File: config.mk
export PLATFORM = sky130hd
export DESIGN_NAME = xor_checksum_accumulator
export DESIGN_NICKNAME = d
export VERILOG_FILES = /design/src/rtl/xor_checksum_accumulator.sv
export SDC_FILE = /design/constraint.sdc
export NUM_CORES = 1
export LEC_CHECK = 0
export BUFFER_PORTS_ARGS = -buffer_cell sky130_fd_sc_hd__clkbuf_2
export CORE_MARGIN = 10
export CORE_UTILIZATION = 53
export DETAILED_ROUTE_END_ITERATION = 8
export PLACE_DENSITY = 0.83
export RECOVER_POWER = 100
export SLEW_MARGIN = 25
export SYNTH_ARGS = -nofsm -noshare
export SYNTH_HDL_FRONTEND = slang
export SYNTH_SLANG_ARGS = --single-unit
export TNS_END_PERCENT = 10
File: constraint.sdc
create_clock -name clk -period 3.83 [get_ports clk]
set_clock_uncertainty 0.15 [all_clocks]
set_input_delay 0.5745 -clock clk [delete_from_list [all_inputs] [get_ports clk]]
set_output_delay 0.5745 -clock clk [all_outputs]
set_load 0.005 [all_outputs]
File: src/rtl/xor_checksum_accumulator.sv
// Per-packet XOR checksum with parity, saturating word count and overflow flag.
// One result is held for the consumer after each packet's last word.
module xor_checksum_accumulator #(
  parameter int unsigned WIDTH     = 8,
  parameter int unsigned MAX_WORDS = 16,
  localparam int unsigned CNT_W    = $clog2(MAX_WORDS + 1)
) (
  input  logic             clk,
  input  logic             rst,
  input  logic             up_valid,
  output logic             up_ready,
  input  logic [WIDTH-1:0] up_data,
  input  logic             up_last,
  input  logic             odd_mode,
  output logic             down_valid,
  input  logic             down_ready,
  output logic [WIDTH-1:0] down_checksum,
  output logic             down_parity,
  output logic [CNT_W-1:0] down_count,
  output logic             down_overflow
);

  typedef enum logic {ACC, HOLD} state_t;

  state_t             state, state_next;
  logic [WIDTH-1:0]   acc, acc_next;
  logic [CNT_W-1:0]   count, count_next;
  logic               overflow, overflow_next;
  logic               odd_q, odd_next;
  logic               parity, parity_next;

  // State and packet registers.
  always_ff @(posedge clk) begin
    if (rst) begin
      state    <= ACC;
      acc      <= '0;
      count    <= '0;
      overflow <= 1'b0;
      odd_q    <= 1'b0;
      parity   <= 1'b0;
    end else begin
      state    <= state_next;
      acc      <= acc_next;
      count    <= count_next;
      overflow <= overflow_next;
      odd_q    <= odd_next;
      parity   <= parity_next;
    end
  end

  // Next-state and datapath update; count==0 marks the first word of a packet.
  always_comb begin
    state_next    = state;
    acc_next      = acc;
    count_next    = count;
    overflow_next = overflow;
    odd_next      = odd_q;
    unique case (state)
      ACC: begin
        if (up_valid) begin
          if (count == '0) begin
            acc_next      = up_data;
            count_next    = CNT_W'(1);
            overflow_next = 1'b0;
            odd_next      = odd_mode;
          end else begin
            acc_next = acc ^ up_data;
            if (count == CNT_W'(MAX_WORDS)) begin
              overflow_next = 1'b1;
            end else begin
              count_next = count + CNT_W'(1);
            end
          end
          if (up_last) begin
            state_next = HOLD;
          end
        end
      end
      HOLD: begin
        if (down_ready) begin
          state_next = ACC;
          count_next = '0;
        end
      end
      default: state_next = ACC;
    endcase
    // Parity is registered alongside the checksum so it is stable while held.
    parity_next = (^acc_next) ^ odd_next;
  end

  assign up_ready      = (state == ACC);
  assign down_valid    = (state == HOLD);
  assign down_checksum = acc;
  assign down_parity   = parity;
  assign down_count    = count;
  assign down_overflow = overflow;

endmodule

# Word-level counts from Yosys, hierarchy flattened
# Cells that the tools add are included.
# totals
inputBits	14
out_inout_bits	17
word_cells	36
register_bits	17
# op_classes
bitwise_logic	3
n_reduce_logical	5
add_sub_neg	1
n_mux	17
n_eq_ne	4
# ops
op	n
8-bit two-way mux	3
5-bit two-way mux	4
5-bit case mux with 2 select lines	1
1-bit two-way mux	8
8-bit parity	1
8-bit bitwise XOR	1
3-bit AND reduction	2
5-bit by 1-bit adder with 5-bit output, second input constant	1
5-bit equality test, second input constant	1
5-bit zero test	1
2-bit != test, second input constant	2
3-bit != test, second input constant	1
1-bit case mux with 2 select lines	1
2-bit nonzero test	1
1-bit inverter	1
1-bit bitwise XOR	1

# Longest topological paths before layout
# Gate-level depths: netlist of run 1.
# logic_depth
word_depth	6
mapped_depth	8
ltp_nobuf	7

# Least setup slack after synthesis of run 1
# Ideal clock, no wire load.
# synth_path
kind	register to register
from	register count[0] (netlist: down_count[0])
to	register acc[0] (netlist: down_checksum[0])
synth_period_minus_slack_ns	1.890
setup_time_ns	0.128
path_buffers	1
arrival_time_ns	1.613
stages_incl_launch_ff	9
slack_ns	1.940
required_time_ns	3.552
path_cell_list	dfxtp_1 inv_1 ha_1 or3b_4 or3_4 buf_6 nand2_1 xnor2_1 nor2_1
# synth_between
elab_chain_len	4
# synth_rtl
item	line	text
start, declared	27	logic [CNT_W-1:0] count, count_next;
start signal, assigned	44	count <= count_next;
5-bit zero test	61	if (count == '0) begin
8-bit two-way mux	61	
8-bit two-way mux	60	if (up_valid) begin
8-bit two-way mux	58	unique case (state)
end signal, assigned	43	acc <= acc_next;
end, declared	26	logic [WIDTH-1:0] acc, acc_next;
# Every way passes these cells.
# A chain may end at the register's enable or synchronous reset.

# Worst setup path after layout of run 1
# layout_path
from	register state (netlist: down_valid)
to	register count[4] (netlist: down_count[4])
# layout_between
elab_chain_len	3
elab_cells_between_ends	6
classes_between	eq/ne (3); mux (1); bitwise (1); reduce/logical (1)
# layout_rtl
item	line	text
start, declared	25	state_t state, state_next;
start signal, assigned	42	state <= state_next;
1-bit inverter (no line)	n/a	
3-bit != test (no line) / 2-bit != test (equally long branches)	n/a	
3-bit AND reduction (no line)	n/a	
# Parallel ways exist; a longest one is shown, timed or not.

==> results of run 1 <==
-- critical path: stages, from the launching register on --
cell and delay [ns]:
dfxtp_1 0.39, nor2b_1 0.84, a22o_1 0.30, nand4_1 0.13, xor2_1 0.16, nor2_1 0.06
-- cell type report --
cell class / count / area, um2 / share of cell area (%)
multi-input cells: 87 / 574 / 51.3
flip-flops and latches: 17 / 340 / 30.4
repair buffers: 30 / 136 / 12.2
well taps: 25 / 31.3 / 2.79
clock buffers: 4 / 26.3 / 2.35
inverters: 3 / 11.3 / 1.01
-- cell usage in the layout (no fill, tap or decap), types with 2 or more instances in the layout --
cell	instances
nand2_1	20
xor2_1	6
nor2_1	16
inv_1	3
xnor2_1	18
clkbuf_1	12
clkbuf_2	19
clkbuf_4	3
nand4_1	4
ha_1	2
a21oi_1	4
dfxtp_1	17
-- power groups by stage --
stage	combinational (mW)	clock, mW	sequential [mW]
CTS	0.125	0.0982	0.201
detailed placement	0.124	0	0.205
global route	0.134	0.110	0.203
floorplan	0.0891	0	0.205
global placement	0.119	0	0.205
finish	0.119	0.0952	0.201
-- stage by stage --
step | setup WS, ns | instance area [um2] | total power, mW | hold slack [ns] | util [%]
2_1_floorplan | 1.94 | 955 | 0.294 | 0.300 | -
4_1_cts | 1.75 | 1140 | 0.424 | 0.333 | 65.8
6_report | 1.70 | 1120 | 0.415 | 0.330 | 64.9
3_5_place_dp | 1.47 | 1110 | 0.330 | 0.319 | 64.3
3_3_place_gp | 1.57 | 1110 | 0.324 | 0.314 | 64.3
5_1_grt | 1.51 | 1120 | 0.447 | 0.363 | 64.9
-- flip-flops by register name, indices dropped and copies added, names as in the netlist --
signal	cells
down_count	5
down_parity	1
down_overflow	1
down_valid	1
odd_q	1
down_checksum	8
-- logic make-up (layout without fill, tap and decap cells) --
| group | after synthesis | count (layout) | share of synthesized area (%) |
|---|---|---|---|
| and+or+nand+nor | 49 | 49 | 24.6 |
| xor gates and xnor gates | 25 | 25 | 24.4 |
| DFF | 17 | 17 | 35.6 |
| AOI/OAI and AO/OA | 10 | 10 | 7.73 |
| buffers and inverters | 8 | 37 | 3.93 |
| adders and majority gates | 2 | 2 | 2.62 |
| muxes | 1 | 1 | 1.05 |
-- per-layer routing --
| layer | global-route usage [%] | vias to the layer above |
|---|---|---|
| met5 | 0 | - |
| met4 | 2.23 | 0 |
| met3 | 3.94 | 2 |
| met2 | 20.1 | 18 |
| met1 | 13.1 | 403 |
| li1 | - | 427 |
-- path summary, 6_finish.rpt --
| path | startpoint | end | cells after the start |
|---|---|---|---|
| setup / recovery | down_valid | down_count[4] | 5 |
| setup reg to reg | down_valid | down_count[4] | 5 |
| hold / removal | odd_q | odd_q | 2 |
| hold reg to reg | odd_q | odd_q | 2 |
==> results.sh, run 1 <==
export IMPL_status="finished, final reports clean"
export IMPL_dieArea_um2=3900
export IMPL_p_per_area_nw_per_um2=371
export IMPL_finalCriticalPeriod_ns=2.13
export IMPL_async_reset_ff_share_pct=0
export IMPL_place_congestion=0.795
export IMPL_end_kind="flip-flop"
export IMPL_synthTopCellsByArea="dfxtp_1 (36%), xnor2_1 (17%), nand2_1 (7.9%)"
export IMPL_drt_initial_drc_count=19
export IMPL_cts_tree="yes"
export IMPL_hp_class="reg2reg"
export IMPL_grt_first_pass_wirelength_um=3830
export IMPL_pwr_share_comb_pct=28.7
export IMPL_area_growth_pct=17.3
export IMPL_setup_viol=0
export IMPL_ctsResizeCount=0
export IMPL_grt_overflow=0
export IMPL_cts_root_buf="clkbuf_4"
export IMPL_power_frac_clock_pct=22.9
export IMPL_criticalPathCategory="reg2reg"
export IMPL_die_y_um=62.4
export IMPL_met1_length_um=969
export IMPL_drt_first_pass_iters=4
export IMPL_synth_top_flop_cell="dfxtp_1"
export IMPL_critPathMaxFanout=17
export IMPL_yosysMostFrequentCell="nand2_1"
export IMPL_hold_violations=0
export IMPL_internal_power_uw=289
export IMPL_wl_met2_um=1140
export IMPL_p_leak_nw=0.477
export IMPL_fmax_ghz=0.470
export IMPL_layout_drive_gt1_share_pct=17.7
export IMPL_grt_max_degree=19
export IMPL_yosys_warnings=0
export IMPL_port_buffers=30
export IMPL_synth_top_area_share_pct=35.6
export IMPL_tns_ns=0
export IMPL_start_util_pct=55.3
export IMPL_synthCells=112
export IMPL_drc_errors=0
export IMPL_htree_levels=1
export IMPL_synthesis_area_um2=955
export IMPL_track_usage_pct=11.5
export IMPL_crit_required_ns=3.86
export IMPL_core_um2=1730
export IMPL_ant_nets=0
export IMPL_wl_met3_um=106
export IMPL_io_pins=31
export IMPL_routed_wl_um=2230
export IMPL_synth_edf_count=0
export IMPL_synth_seq_cells=17
export IMPL_highest_layer="met4"
export IMPL_synth_cell_types=28
export IMPL_ctsLongestPathBuffers=2
export IMPL_cts_buffers=3
export IMPL_dp_hpwl_um=1750
export IMPL_synthTopCellsByCount="nand2_1 (20), xnor2_1 (18), dfxtp_1 (17)"
export IMPL_p_sw_share_pct=30.4
export IMPL_nets=158
export IMPL_power_switching_uw=126
export IMPL_rsz0062_at_grt="no"
export IMPL_start_kind="flip-flop"
export IMPL_die_w_um=62.4
export IMPL_timing_final_crit_share_pct=55.6
export IMPL_cap_violations=0
export IMPL_maxSlewViolCount=0
export IMPL_vias=850
export IMPL_cts_setup_buffers=0
export IMPL_tightest_slew_ns=1.07
export IMPL_synth_nets=128
export IMPL_grt_pass1_vias=883
export IMPL_clkSinkCount=17
export IMPL_avgViaCountPerCell=5.12
export IMPL_synth_top_area_cell="dfxtp_1"
export IMPL_postSynthAreaPerCell_um2=8.52
export IMPL_wl_per_cell_um=13.4
export IMPL_dp_cells=162
export IMPL_num_rows=15
export IMPL_final_cells=166
export IMPL_antenna_cells=0
export IMPL_relSlewSlack_pct=28.9
export IMPL_insertion_delay_ns=0.28
export IMPL_hold_buffers=0
export IMPL_cp_arrival_ns=2.16
export IMPL_seqPwrFrac_pct=48.4
export IMPL_reg2reg_slack_ns=1.70
export IMPL_ir_worst_vdd_mv=0.220
export IMPL_antenna_found_initial=0
export IMPL_fill_cells=163
export IMPL_synth_seq_area_share_pct=35.6
export IMPL_clk_pin_slew_worst_paths_ns=0.10
No activity file was read; power rests on OpenSTA's default activity.
==> run 2: changes to the inputs <==
- ABC_AREA: not set -> 1
- CORE_UTILIZATION: 53 -> 46
- PLACE_DENSITY: 0.83 -> 0.75
- clock period: 3.83 -> 1.8 ns (I/O delays scaled with it)
==> run 2 against run 1 <==
The flow now finishes with violations (setup timing). Combinational power increased to 3.1 times the previous value. Count of clock-buffer cells in the layout unchanged. Wire length grew 24%. First-iteration DRC count increased by 32%. Via count up 37%. Core utilization up 0.13 points. Register-to-register slack got worse by 1.8 ns. Critical endpoint is now down_parity. Largest power group unchanged.
==> results.sh, run 2 <==
export IMPL_core_um2=2230
export IMPL_die_y_um=68.4
export IMPL_nets=239
export IMPL_finalCriticalPeriod_ns=1.91
export IMPL_timing_rr_start="down_count[1]"
export IMPL_relSlewSlack_pct=81.6
export IMPL_htree_levels=1
export IMPL_tns_ns=-0.111
export IMPL_cts_root_buf="clkbuf_4"
export IMPL_violations="setup timing"
export IMPL_fill_cells=219
export IMPL_layout_drive_gt1_share_pct=37.4
export IMPL_cts_buffers=3
export IMPL_yosysMostFrequentCell="nand2_1"
export IMPL_synth_seq_area_share_pct=31.6
export IMPL_start_util_pct=48.3
export IMPL_cp_arrival_ns=1.97
export IMPL_placed_area_um2=1410
export IMPL_postSynthAreaPerCell_um2=6.27
export IMPL_cts_setup_buffers=0
export IMPL_final_cell_area_um2=1450
export IMPL_critPathLaunch="down_count[1]"
export IMPL_rsz0062_at_grt="yes"
export IMPL_final_cells=250
export IMPL_hold_ws_ns=0.0554
export IMPL_p_per_area_nw_per_um2=698
export IMPL_yosys_warnings=0
export IMPL_start_kind="flip-flop"
export IMPL_die_w_um=68.4
export IMPL_worstHoldStart="up_last"
export IMPL_final_common_cell="nand2_1"
export IMPL_timing_final_crit_share_pct=106
export IMPL_antenna_cells=0
export IMPL_routed_wl_um=2770
export IMPL_place_congestion=0.806
export IMPL_synth_top_area_cell="dfxtp_1"
export IMPL_drt_first_pass_iters=4
export IMPL_ant_nets=0
export IMPL_hold_violations=0
export IMPL_num_rows=17
export IMPL_criticalPathCategory="reg2reg"
export IMPL_r2r_cells=18
export IMPL_hold_end="down_valid"
export IMPL_setup_viol=1
export IMPL_cts_tree="yes"
export IMPL_maxSlewViolCount=0
export IMPL_pre_cts_slack_ns=-0.177
export IMPL_io_pins=31
export IMPL_dp_hpwl_um=2240
export IMPL_totalPowerFinal_mw=1.01
export IMPL_clk_pin_slew_worst_paths_ns=0.11
export IMPL_track_usage_pct=13.0
export IMPL_synthesis_area_um2=1080
export IMPL_port_buffers=30
export IMPL_synthCells=172
export IMPL_hp_class="in2reg"
export IMPL_critPathMaxFanout=13
export IMPL_p_leak_nw=0.804
export IMPL_layout_common_cells="nand2_1 (46), inv_1 (32), clkbuf_2 (23)"
export IMPL_fmax_ghz=0.523
export IMPL_tightest_slew_ns=0.275
export IMPL_fin_ws_ns=-0.111
export IMPL_drt_initial_drc_count=25
export IMPL_synth_nets=188
export IMPL_synth_seq_cells=17
export IMPL_synth_top_flop_cell="dfxtp_1"
export IMPL_grt_pass1_vias=1209
export IMPL_drc_errors=0
export IMPL_clkSinkCount=17
export IMPL_synthTopCellsByCount="nand2_1 (53), inv_1 (35), nor2_1 (19)"
export IMPL_status="finished, violations left"
export IMPL_final_core_util_pct=65.0
export IMPL_synth_cell_types=22
export IMPL_dp_cells=246
export IMPL_worstHoldPathCells=3
export IMPL_ir_worst_vdd_mv=0.622
export IMPL_wl_per_cell_um=11.1
export IMPL_end_kind="flip-flop"
export IMPL_grt_max_degree=14
export IMPL_ctsLongestPathBuffers=2
export IMPL_largest_reg_flops=8
export IMPL_insertion_delay_ns=0.29
export IMPL_avgViaCountPerCell=4.66
export IMPL_synth_top_area_share_pct=31.6
export IMPL_synthTopCellsByArea="dfxtp_1 (32%), nand2_1 (18%), inv_1 (12%)"
export IMPL_grt_first_pass_wirelength_um=4800
export IMPL_grt_overflow=0
export IMPL_antenna_found_initial=0
export IMPL_crit_required_ns=1.86
export IMPL_async_reset_ff_share_pct=0
export IMPL_area_growth_pct=34.6
export IMPL_cap_violations=0
export IMPL_dieArea_um2=4680
export IMPL_synth_edf_count=0
export IMPL_vias=1165
export IMPL_reg2reg_slack_ns=-0.11
export IMPL_r2r_end="down_parity"
-- run 2: cell count changes in the layout (fill, tap and decap cells not counted), moves of 5 or more --
| cell | change |
|---|---|
| inv_1 | +29 |
| nor2_2 | +7 |
| nand3_2 | +6 |
| buf_4 | +14 |
| nand2_1 | +26 |
| inv_2 | +5 |
| xnor2_1 | -18 |
| nand2_2 | +18 |
| xor2_1 | -6 |
-- run 2: logic make-up (layout without fill, tap and decap cells) --
kind of cell             Yosys count  in the layout  share of synthesized area (%)
AO/OA/AOI/OAI                     10             10                           4.99
adder cells (fa/ha/maj)            2              2                           2.32
buffers and inverters             39             89                           14.3
flip-flops                        17             17                           31.6
multiplexers                       1              1                          0.928
AND/OR/NAND/NOR                  103            103                           45.9
-- run 2: power by group --
part / total, mW / internal, mW / switching [mW]
Clock: 0.214 / 0.0863 / 0.128
Combinational: 0.367 / 0.161 / 0.206
Sequential: 0.431 / 0.410 / 0.0216
-- run 2: critical path, cell delays in order (launching register included) --
cell and delay, ns:
dfxtp_2 0.34, inv_2 0.07, ha_4 0.15, nand4_4 0.12
buf_12 0.17, nand2_2 0.06, nand2_2 0.05, nand2_2 0.09
inv_1 0.05, nand2_1 0.07, nand2_2 0.07, nand2_2 0.06
inv_1 0.05, nor2_2 0.09, nand2_2 0.06, nand2_1 0.06
nand2_1 0.04, nand2_1 0.05, inv_1 0.03
-- run 2: how the worst max path moves through the flow --
stage	to
2_1_floorplan	down_parity
3_3_place_gp	down_parity
3_5_place_dp	down_parity
4_1_cts	down_parity
5_1_grt	down_parity
6_report	down_parity
-- run 2: metal layers --
metal	vias to the layer above	GRT usage, %	part of all wire [%]
met3	6	2.94	6.7
li1	614	-	-
met1	523	12.9	39
met5	-	0	0
met2	22	24.0	53
met4	0	8.04	2.1
-- run 2: layout make-up --
class | instances | area, um2 | share of cell area [%]
flip-flops and latches | 17 | 343 | 23.6
clock buffers | 4 | 26.3 | 1.81
repair buffers | 48 | 278 | 19.1
multi-input cells | 116 | 631 | 43.4
well taps | 28 | 35.0 | 2.41
inverters | 37 | 139 | 9.57
-- run 2: timing repair --
item / 4_1_cts / 5_1_grt
endpoints found under the setup margin: 2 / 6
hold buffers: 0 / 0
resized for setup: 7 / 9
==> run 3: changes to the inputs <==
- PLACE_DENSITY: 0.75 -> not set
- PLACE_DENSITY_LB_ADDON: not set -> 0.3
==> run 3 against run 2 <==
The flow still finishes with violations (setup timing). Worst setup slack worse by 0.083 ns. Sequential power hardly changed. Fmax is 4.2% lower. Power is 4.7% higher. Sequential cell count stayed put. Wire length is 9.7% higher. Die area stayed put.
==> results.sh, run 3 (synthesized netlist as in run 2, its figures left out) <==
export IMPL_status="finished, violations left"
export IMPL_violations="setup timing"
export IMPL_start_kind="flip-flop"
export IMPL_timing_final_crit_share_pct=111
export IMPL_totalPowerFinal_mw=1.06
export IMPL_grt_overflow=0
export IMPL_nets=242
export IMPL_final_cells=253
export IMPL_die_y_um=68.4
export IMPL_routed_wl_um=3030
export IMPL_wl_met3_um=199
export IMPL_insertion_delay_ns=0.30
export IMPL_htree_levels=1
export IMPL_largest_reg_flops=8
export IMPL_num_rows=17
export IMPL_cts_tree="yes"
export IMPL_cp_top_family="simple AND/OR/NAND/NOR gates"
export IMPL_dp_hpwl_um=2280
export IMPL_start_util_pct=48.3
export IMPL_grt_pass1_vias=1106
export IMPL_antenna_cells=0
export IMPL_setup_viol=1
export IMPL_final_common_cell="nand2_1"
export IMPL_ir_worst_vdd_mv=0.625
export IMPL_vias=1182
export IMPL_highest_layer="met4"
export IMPL_clk_pin_slew_worst_paths_ns=0.10
export IMPL_wl_per_cell_um=12.0
export IMPL_criticalPathCategory="reg2reg"
export IMPL_die_w_um=68.4
export IMPL_fin_ws_ns=-0.194
export IMPL_clkSinkCount=17
export IMPL_area_growth_pct=41.2
export IMPL_drt_first_pass_iters=4
export IMPL_io_pins=31
export IMPL_cap_violations=0
export IMPL_core_um2=2230
export IMPL_cts_buffers=3
export IMPL_met1_length_um=1240
export IMPL_pre_cts_slack_ns=-0.160
export IMPL_rsz0062_at_grt="yes"
export IMPL_relSlewSlack_pct=79.6
export IMPL_drc_errors=0
export IMPL_place_congestion=0.726
export IMPL_end_kind="flip-flop"
export IMPL_cts_root_buf="clkbuf_4"
export IMPL_p_leak_nw=0.843
export IMPL_fmax_ghz=0.501
export IMPL_drt_initial_drc_count=57
export IMPL_hp_class="in2reg"
export IMPL_track_usage_pct=12.7
export IMPL_cp_arrival_ns=2.05
export IMPL_ctsLongestPathBuffers=2
export IMPL_tightest_slew_ns=0.306
export IMPL_layout_drive_gt1_share_pct=41.8
export IMPL_critPathMaxFanout=5
export IMPL_port_buffers=30
export IMPL_dieArea_um2=4680
export IMPL_avgViaCountPerCell=4.67
export IMPL_antenna_found_initial=0
export IMPL_layout_common_cells="nand2_1 (41), inv_1 (31), clkbuf_2 (23)"
export IMPL_maxSlewViolCount=0
export IMPL_crit_required_ns=1.85
export IMPL_fill_cells=206
export IMPL_p_per_area_nw_per_um2=696
export IMPL_slowest_stage="dfxtp_2"
export IMPL_dp_cells=246
export IMPL_grt_max_degree=14
export IMPL_slowest_delay_ns=0.34
export IMPL_crit_path_frequent_cell="nand2_2"
export IMPL_hold_violations=0
export IMPL_finalCriticalPeriod_ns=1.99
export IMPL_worst_path_buf_inv=5
export IMPL_grt_first_pass_wirelength_um=4650
export IMPL_worstPathCellList="inv_2 -> ha_4 -> nand4_4 -> buf_12 -> nand2_2 -> nand2_1 -> nand2_2 -> inv_1 -> nand2_1 -> nand2_2 -> nand2_2 -> inv_2 -> nor2_2 -> nand2_2 -> nand2_2 -> nand2_2 -> nand2_1 -> inv_1"
export IMPL_wl_met2_um=1570
export IMPL_final_core_util_pct=68.2
export IMPL_ant_nets=0
## run 3: cell type report
type | count | area (um2) | area share (%)
clock buffers | 4 | 26.3 | 1.73
inverters | 37 | 139 | 9.12
repair buffers | 51 | 333 | 21.9
multi-input cells | 116 | 647 | 42.5
flip-flops and latches | 17 | 343 | 22.5
well taps | 28 | 35.0 | 2.30
## run 3: power breakdown
part	internal, mW	switching (mW)	leakage, nW	total (mW)
clock network	0.0864	0.128	0.0150	0.214
registers	0.410	0.0237	0.140	0.434
logic	0.186	0.226	0.687	0.412
## run 3: layer usage
layer	GRT usage [%]	up-vias
li1	-	622
met1	14.5	522
met2	22.2	33
met3	4.08	5
met4	3.02	0
met5	0	-
## run 3: metrics by stage
stage | hold slack [ns] | area [um2] | setup TNS [ns]
finish | 0.0617 | 1520 | -0.194
global route | 0.0720 | 1520 | -0.465
CTS | 0.0541 | 1450 | -0.133
detailed placement | 0.374 | 1410 | -0.160
global placement | 0.360 | 1410 | -0.0579
floorplan | 0.191 | 1090 | 0
## run 3: path summary, 6_finish.rpt
path | from | end | slack, ns | cells past startpoint
worst max-delay path | down_count[0] | down_parity | -0.19 | 18
worst min-delay path | up_last | down_valid | 0.06 | 3
worst max register to register | down_count[0] | down_parity | -0.19 | 18
worst min register to register | down_overflow | down_overflow | 0.39 | 2
## run 3: worst reg2reg max path: cells and delay by family (launching register included)
kind	cells	cell delay [ns]
flip-flops	1	0.34
AND/OR/NAND/NOR	12	0.90
adder cells (fa/ha/maj)	1	0.15
buffers and inverters	5	0.36
## run 3: what timing repair did
action                     CTS  global route
hold buffers                 0             0
resized for setup            3            19
pin swaps                    0            13
cloned                       0             1
setup endpoints to repair    1             5
buffers inserted             0             2
